`src/rtl/width_conv_pkg.sv`:
```
// Shared types and constants for the 8->16 byte-pair packing arbiter.
//   state_e : arbiter FSM state (IDLE, LOW, OUT), 2-bit encoded
//   BYTE_W  : width of one requester byte
//   WORD_W  : width of one packed output word
package width_conv_pkg;

  localparam int BYTE_W = 8;
  localparam int WORD_W = 16;

  typedef enum logic [1:0] {
    IDLE = 2'd0,
    LOW  = 2'd1,
    OUT  = 2'd2
  } state_e;

endpackage

```
`src/rtl/rr_pick.sv`:
```
// Combinational round-robin finder.
// Returns the first asserted request found by searching from ptr+1 upward
// and wrapping modulo NUM_REQ, so ptr itself has the lowest priority.
// Ports:
//   req  in  NUM_REQ  request vector
//   ptr  in  ID_W     index of the most recently served requester
//   any  out 1        at least one request is asserted
//   idx  out ID_W     index of the winning request (0 when any=0)
module rr_pick
  import width_conv_pkg::*;
#(
  parameter int NUM_REQ = 4,
  parameter int ID_W    = $clog2(NUM_REQ)
) (
  input  logic [NUM_REQ-1:0] req,
  input  logic [ID_W-1:0]    ptr,
  output logic               any,
  output logic [ID_W-1:0]    idx
);

  int            cand;
  logic [ID_W-1:0] cand_idx;

  // Walk the offsets from farthest to nearest so the nearest hit wins.
  always_comb begin
    any      = 1'b0;
    idx      = '0;
    cand     = 0;
    cand_idx = '0;
    for (int k = NUM_REQ; k >= 1; k--) begin
      cand     = (int'(ptr) + k) % NUM_REQ;
      cand_idx = ID_W'(cand);
      if (req[cand_idx]) begin
        any = 1'b1;
        idx = cand_idx;
      end
    end
  end

endmodule

```
`src/rtl/width_8to16_arbiter.sv`:
```
// Shares one 8->16 byte-pair packer among NUM_REQ byte-stream requesters.
// One requester is granted per 16-bit word in round-robin order and keeps the
// grant until its second byte arrives (or the wait times out).
// Ports:
//   clk        in   1            clock, rising edge
//   rst_n      in   1            asynchronous reset, active low
//   req_valid  in   NUM_REQ      per-requester byte valid
//   req_data   in   NUM_REQ*8    requester i on [8i+7:8i]
//   req_ready  out  NUM_REQ      per-requester accept, at most one bit high
//   out_valid  out  1            packed word valid
//   out_data   out  16           {first byte, second byte}
//   out_id     out  ID_W         requester that produced out_data
//   out_ready  in   1            consumer accept
//   abort      out  1            one-cycle pulse when a pair is dropped
module width_8to16_arbiter
  import width_conv_pkg::*;
#(
  parameter  int NUM_REQ = 4,
  parameter  int TIMEOUT = 16,
  localparam int ID_W    = $clog2(NUM_REQ)
) (
  input  logic                      clk,
  input  logic                      rst_n,
  input  logic [NUM_REQ-1:0]        req_valid,
  input  logic [NUM_REQ*BYTE_W-1:0] req_data,
  output logic [NUM_REQ-1:0]        req_ready,
  output logic                      out_valid,
  output logic [WORD_W-1:0]         out_data,
  output logic [ID_W-1:0]           out_id,
  input  logic                      out_ready,
  output logic                      abort
);

  localparam int TMR_W      = (TIMEOUT > 1) ? $clog2(TIMEOUT) : 1;
  localparam int TMR_LAST_I = (TIMEOUT > 0) ? TIMEOUT - 1 : 0;
  localparam logic [TMR_W-1:0] TMR_LAST = TMR_LAST_I[TMR_W-1:0];

  state_e              state_q;
  logic [BYTE_W-1:0]   hi_q;
  logic [ID_W-1:0]     gnt_q;
  logic [ID_W-1:0]     rr_ptr_q;
  logic [TMR_W-1:0]    timer_q;
  logic                out_valid_q;
  logic [WORD_W-1:0]   out_data_q;
  logic [ID_W-1:0]     out_id_q;
  logic                abort_q;

  logic                pick_any;
  logic [ID_W-1:0]     pick_idx;
  logic [BYTE_W-1:0]   first_byte;
  logic [BYTE_W-1:0]   second_byte;

  function automatic logic [BYTE_W-1:0] byte_of(
    input logic [NUM_REQ*BYTE_W-1:0] bus,
    input logic [ID_W-1:0]           sel
  );
    byte_of = '0;
    for (int i = 0; i < NUM_REQ; i++) begin
      if (ID_W'(i) == sel) byte_of = bus[i*BYTE_W +: BYTE_W];
    end
  endfunction

  function automatic logic [NUM_REQ-1:0] onehot(input logic [ID_W-1:0] sel);
    onehot = '0;
    for (int i = 0; i < NUM_REQ; i++) begin
      if (ID_W'(i) == sel) onehot[i] = 1'b1;
    end
  endfunction

  rr_pick #(
    .NUM_REQ(NUM_REQ),
    .ID_W   (ID_W)
  ) u_pick (
    .req(req_valid),
    .ptr(rr_ptr_q),
    .any(pick_any),
    .idx(pick_idx)
  );

  assign first_byte  = byte_of(req_data, pick_idx);
  assign second_byte = byte_of(req_data, gnt_q);

  // The first byte is accepted in the same cycle the winner is chosen, so
  // req_ready is combinational in IDLE. It is gated with rst_n so that no
  // byte is acknowledged while the FSM is held in reset.
  always_comb begin
    req_ready = '0;
    case (state_q)
      IDLE:    if (pick_any && rst_n) req_ready = onehot(pick_idx);
      LOW:     req_ready = onehot(gnt_q);
      default: req_ready = '0;
    endcase
  end

  always_ff @(posedge clk or negedge rst_n) begin
    if (!rst_n) begin
      state_q     <= IDLE;
      hi_q        <= '0;
      gnt_q       <= '0;
      rr_ptr_q    <= ID_W'(NUM_REQ - 1);
      timer_q     <= '0;
      out_valid_q <= 1'b0;
      out_data_q  <= '0;
      out_id_q    <= '0;
      abort_q     <= 1'b0;
    end else begin
      abort_q <= 1'b0;
      case (state_q)
        IDLE: begin
          if (pick_any) begin
            hi_q    <= first_byte;
            gnt_q   <= pick_idx;
            timer_q <= '0;
            state_q <= LOW;
          end
        end
        LOW: begin
          timer_q <= timer_q + TMR_W'(1);
          if (req_valid[gnt_q]) begin
            out_data_q  <= {hi_q, second_byte};
            out_id_q    <= gnt_q;
            out_valid_q <= 1'b1;
            state_q     <= OUT;
          end else if (TIMEOUT != 0 && timer_q == TMR_LAST) begin
            // The half-built pair is dropped; the stalled requester moves
            // to lowest priority so the others get a turn first.
            abort_q  <= 1'b1;
            rr_ptr_q <= gnt_q;
            state_q  <= IDLE;
          end
        end
        OUT: begin
          if (out_ready) begin
            out_valid_q <= 1'b0;
            rr_ptr_q    <= gnt_q;
            state_q     <= IDLE;
          end
        end
        default: state_q <= IDLE;
      endcase
    end
  end

  assign out_valid = out_valid_q;
  assign out_data  = out_data_q;
  assign out_id    = out_id_q;
  assign abort     = abort_q;

endmodule

```
`config.mk`:
```
export PLATFORM = sky130hd
export DESIGN_NAME = width_8to16_arbiter
export DESIGN_NICKNAME = d
export VERILOG_FILES = /design/src/rtl/width_conv_pkg.sv /design/src/rtl/rr_pick.sv /design/src/rtl/width_8to16_arbiter.sv
export SDC_FILE = /design/constraint.sdc
export NUM_CORES = 1
export LEC_CHECK = 0
export ABC_AREA = 1
export ABC_CLOCK_PERIOD_IN_PS = 2000
export CORE_AREA = 2 2 85 87
export CTS_CLUSTER_DIAMETER = 50
export DETAILED_ROUTE_END_ITERATION = 8
export DIE_AREA = 0 0 87 89
export HOLD_SLACK_MARGIN = 0.02
export PLACE_DENSITY = 0.64
export SETUP_SLACK_MARGIN = 0.1
export SLEW_MARGIN = 10
export SYNTH_ARGS = -nofsm -noshare
export SYNTH_HDL_FRONTEND = slang
export SYNTH_SLANG_ARGS = --single-unit
```
`constraint.sdc`:
```
create_clock -name clk -period 2 [get_ports clk]
set_input_delay 0.3 -clock clk [delete_from_list [all_inputs] [get_ports clk]]
set_output_delay 0.3 -clock clk [all_outputs]
set_load 0.01 [all_outputs]
```
Yosys cells after proc, flatten, opt, wreduce, memory -nomap -nowiden
Cells that the tools add are included.

Add/subtract/negate cells: 5. Multiply operators: 0. Divide/modulo/power cells: 0. $lt $le $gt $ge: 5. Equality and inequality tests: 15. Shift operators: 0. Muxes and demuxes: 53. Bitwise gates (word level): 0. Reduce and logical (&&, ||, !) cells: 12.

Operators by type and width (number): $mux 8 (8); $mux 1 (22); $mux 2 (11); $pmux 4 s2 (2); $lt 2x3->1 const B (5); $bmux 1 s2 (5); $ne 2x2->1 const B (5); $eq 2x2->1 const A (4); $mux 4 (2); $logic_not 2->1 (3); $pmux 2 s3 (1); $reduce_and 2->1 (3); $reduce_and 3->1 (2); $add 2x1->2 const B (2); $add 2x2->2 const B (2); $add 4x1->4 const B (1); $eq 1x2->1 const A (2); $eq 4x4->1 const B (1); $pmux 2 s2 (1); $reduce_and 4->1 (1); $reduce_bool 2->1 (2); $ne 3x3->1 const B (1); $eq 2x1->1 const B (1); $eq 2x2->1 const B (1); 2 further kinds (2).

Register bits: 38. Bits in latches: 0. Memory bits (writable): 0. Bits in read-only memories: 0. Input bits: 39. Output and inout port bits: 24. Word-level logic and storage cells: 99. Memories kept: 0.

Longest topological paths before layout
Depth after elaboration: 12. Gate-level depth with buffers: 15. Mapped depth without buffers: 14.

Cells and area by module
Synthesis repeated with hierarchy kept, for this count alone.

Cells, all modules: 323. Area, all modules: 2433.6 um^2.

By module, submodules not included: width_8to16_arbiter (times used 1, cells each 272, area an instance 2187.1 um^2, sequential area each 953.4 um^2); rr_pick (times used 1, cells each 51, area an instance 246.5 um^2, sequential area each 0.0 um^2).

Worst setup path before layout
No wires, ideal clock.

Path kind: register -> output. From: register rr_ptr_q[0]. To: output req_ready[2]. Arrival time: 1.679 ns. Data required time: 1.700 ns. Slack: 0.021 ns. Stages on the path, launching flop included: 15. Buffers on the path: 2. Cells stage by stage: dfstp_2 buf_6 inv_12 nand2_4 nand2_4 nand2_2 nand2_2 nand2_4 nand2_4 nand2_8 nand2_8 buf_8 inv_1 nand2_1 o22ai_1.

Word-level cells in the longest chain between the ends: 11.

Ends and longest elaborated chain: start: declaration (line width_8to16_arbiter.sv:41) `logic [ID_W-1:0] rr_ptr_q;`; start signal: assignment (line width_8to16_arbiter.sv:100) `rr_ptr_q <= ID_W'(NUM_REQ - 1);`; start signal: assignment (line width_8to16_arbiter.sv:128) `rr_ptr_q <= gnt_q;`; start signal: assignment (line width_8to16_arbiter.sv:135) `rr_ptr_q <= gnt_q;`; $add 2x1->2 (line rr_pick.sv:31) `cand = (int'(ptr) + k) % NUM_REQ;`; $bmux 1 s2 (line rr_pick.sv:33) `if (req[cand_idx]) begin`; $mux 1 (implied by the code) (line rr_pick.sv:33); $mux 2 (4 in a row) (line rr_pick.sv:33); $eq 2x2->1 (line width_8to16_arbiter.sv:66) `if (ID_W'(i) == sel) onehot[i] = 1'b1;`; $mux 1 (line width_8to16_arbiter.sv:66); $mux 4 (*) (line width_8to16_arbiter.sv:89) `IDLE: if (pick_any && rst_n) req_ready = onehot(pick_idx);`; $pmux 4 s2 (*) (line width_8to16_arbiter.sv:88) `case (state_q)`; end: declaration (line width_8to16_arbiter.sv:26) `output logic [NUM_REQ-1:0] req_ready,`.

Mark *: on every way between the ends. The rest lies on a longest branch, timed or not. The select of a mux whose other input is x is not followed.

Final worst setup path
Same ends and word-level chain as after synthesis.

==> qor.yml <==
setup_path:
  cp_common_cell: "nand2_4"
  crit_chain: "buf_12 -> inv_12 -> nand2_4 -> nand2_4 -> nand2_2 -> nand2_2 -> nand2_4 -> nand2_4 -> nand2_8 -> nand2_8 -> inv_4 -> nand2_1 -> o22ai_2 -> buf_2"
  path_buf_inv: 4
  cp_top_family: "simple AND/OR/NAND/NOR gates"
  critical_path_class: "reg2out"
  cp_max_fo: 8
  rr_startpoint: "rr_ptr_q[0]$_DFFE_PN1P_"
  slowest_delay_ps: 540
  crit_path_top_delay_cell: "dfstp_2"
  crit_start: "rr_ptr_q[0]$_DFFE_PN1P_"
  arrival_ps: 1940
  critPathLaunchType: "flop"
  cp.required_ps: 1700
  end_kind: "primary output"
run:
  drv_cap: 0
clock_network:
  cts_sinks: 38
  clk_pin_slew_worst_paths_ps: 70
  cts_max_path_buffers: 2
  numCtsBuffers: 5
  htree_levels: 2
  cts_root_buf: "clkbuf_8"
  cts_tree: "built"
  postCtsHoldBufs: 0
  clock_latency_ps: 290
route:
  drc: 0
  drtIter0Drc: 121
  drt-total-wl_um: 6299
  vias: 2406
  drt-pass1-iter-count: 4
  vias_per_cell: 4.940
  routedWlPerCell_um: 12.93
  antenna_left: 0
final_layout:
  diodes: 0
  layout.cells.non_filler: 487
  fillers: 655
  final_layout_size_suffix_gt1_frac: 0.2555
  final_common_cell: "nand2_1"
  most-common-layout-cells: "nand2_1 (109), clkdlybuf4s50_1 (57), dfrtp_1 (36), nand3_1 (22)"
  fin_util: 0.5253
  seqCellArea_um2: 953.4
  nets: 446
  multiInputGateArea_um2: 1419
  synthToLayoutAreaGrowth_pct: 40.49
grt:
  grt.total_usage: 0.1713
  grt_pass1_wl_um: 10580
  grt_max_degree: 39
  grt_pass1_vias: 2238
  antenna_found_initial: 0
  grt_overflow: 0
floorplanning:
  floorplan.initialDensity: 0.3739
  core_um2: 6719
  fp.dieW_um: 87
  ios: 63
  rows: 30
  die_h_um: 89
  die-area_um2: 7743
placed_design:
  hpwlAfterDp_um: 4851
  portBuffers: 62
  place_inst: 475
  place.gp.congestion: 0.8664
yosys:
  ys_seq_area_frac: 0.3795
  yosysWarnings: 0
  synth_area_leaders: "dfrtp_1 (36%), nand2_1 (18%), nand3_1 (4.8%)"
  synth_nets: 365
  yosys.area.top_type: "dfrtp_1"
  synth_top_cell_area_share: 0.3586
  netlist_instances: 325
  syn_area_um2: 2512
  syn_area_per_cell_um2: 7.730
  ys_ff_latch: 38
  synth_flop_cell: "dfrtp_1"
  async_flop_share: 1.000
  ys_types: 39
  synth_edf_count: 0
sta:
  min_period_ps: 2240
  skew_ps: 4.768
  hold_ws_ps: 83.31
  relSlewSlack: 0.6858
  setup_viol: 12
  report.final.slew_viol_count: 0
  rsz0062_at_grt: "yes"
  max_freq_ghz: 0.4464
  finalCritPeriodShare: 1.120
  worst_pin_slew_ps: 471.3
  hold_viol_final: 0
  setup_ws_ps: -240.4
outcome:
  violations: "setup timing"
  outcome: "finished with violations"
min_path:
  hp-class: "in2async"
pwr:
  total_power_mw: 6.489
  powerDensity_nw_per_um2: 1839
  leakage_nw: 1.711
  peakVddDrop_mv: 1.222
-- cells by family after synthesis --
logic type,count (synthesis),synth area share
simple gates,193,0.3825
compound gates,48,0.1335
buf+inv,44,0.09612
flops,38,0.3795
xor+xnor,1,0.003487
fa+ha+maj,1,0.004979
-- cell usage after synthesis, types with 2 or more instances --
cell type,count
a21oi_1,4
a22o_1,5
buf_2,3
buf_6,3
clkbuf_1,2
clkinv_1,2
dfrtp_1,36
dfstp_2,2
inv_1,22
inv_2,6
nand2_1,119
nand2_2,9
nand2_4,8
nand2_8,2
nand3_1,24
nand3_2,2
nand3b_1,8
nand4_1,8
nor2_1,7
nor2_2,3
o21ai_0,15
o21bai_2,8
o22ai_1,11
-- layer usage --
metal  wire length [um]  GRT usage
met4                 99    0.04830
met2               2892     0.2616
met5                  0          0
met1               3026     0.2507
met3                281    0.02770
-- worst reg2reg max path, cell delays in order, from the launching register on --
cell	delay [ps]
dfstp_2	540
buf_12	140
nand2_2	70
nand2_4	110
nand2_2	80
nand2_2	70
nand2_4	70
nand2_4	80
nand2_8	60
nand2_8	80
buf_4	290
nand3b_1	120
nand2_1	70
inv_1	30
nand2_1	60
nand2_1	50
-- stage by stage --
step	worst slack (ps)	cell area, um2	TNS, ps
2_1_floorplan	80.35	2542	0
3_3_place_gp	-529.7	3299	-4269
3_5_place_dp	-550.3	3299	-4749
4_1_cts	-254.9	3468	-1406
5_1_grt	-334.2	3530	-2611
6_report	-240.4	3530	-1114
-- timing repair --
action | 4_1_cts | 5_1_grt
resized for setup | 26 | 18
setup buffers | 3 | 0
pin swaps | 16 | 14
setup endpoints to repair | 17 | 36
gates cloned | 0 | 1
-- final cells by class --
cell class | count | area share
tap | 80 | 0.02836
sequential | 38 | 0.2701
clock buffer | 5 | 0.01950
timing repair inverter | 1 | 0.001418
multi-input combinational | 243 | 0.4020
inverter | 32 | 0.04147
timing repair buffer | 85 | 0.2258
clock inverter | 3 | 0.01134
-- final timing paths --
| kind | slack, ps | depth (start not counted) | end |
|---|---|---|---|
| max in group asynchronous | 1570 | 2 | rr_ptr_q[1]$_DFFE_PN1P_ |
| min in group clk | 480 | 2 | out_data[11]$_DFFE_PN0P_ |
| worst min register to register | 480 | 2 | out_data[11]$_DFFE_PN0P_ |
| worst min-delay path | 80 | 2 | out_id[0]$_DFFE_PN0P_ |
| worst max register to register | -40 | 15 | hi_q[3]$_DFFE_PN0P_ |
| worst max-delay path | -240 | 14 | req_ready[2] |
-- power by group --
part           total (mW)  switching, mW  leakage [nW]  internal [mW]
clock               0.629          0.262        0.0579          0.367
combinational        4.50           2.58          1.18           1.92
sequential           1.36          0.224         0.475           1.14
-- sequential cells by signal, indices dropped and copies added (netlist names) --
name,cells
out_id,2
state_q,2
out_valid,1
hi_q,8
timer_q,4
rr_ptr_q,2
out_data,16
abort,1
gnt_q,2
(Power assumes the default switching activity.)
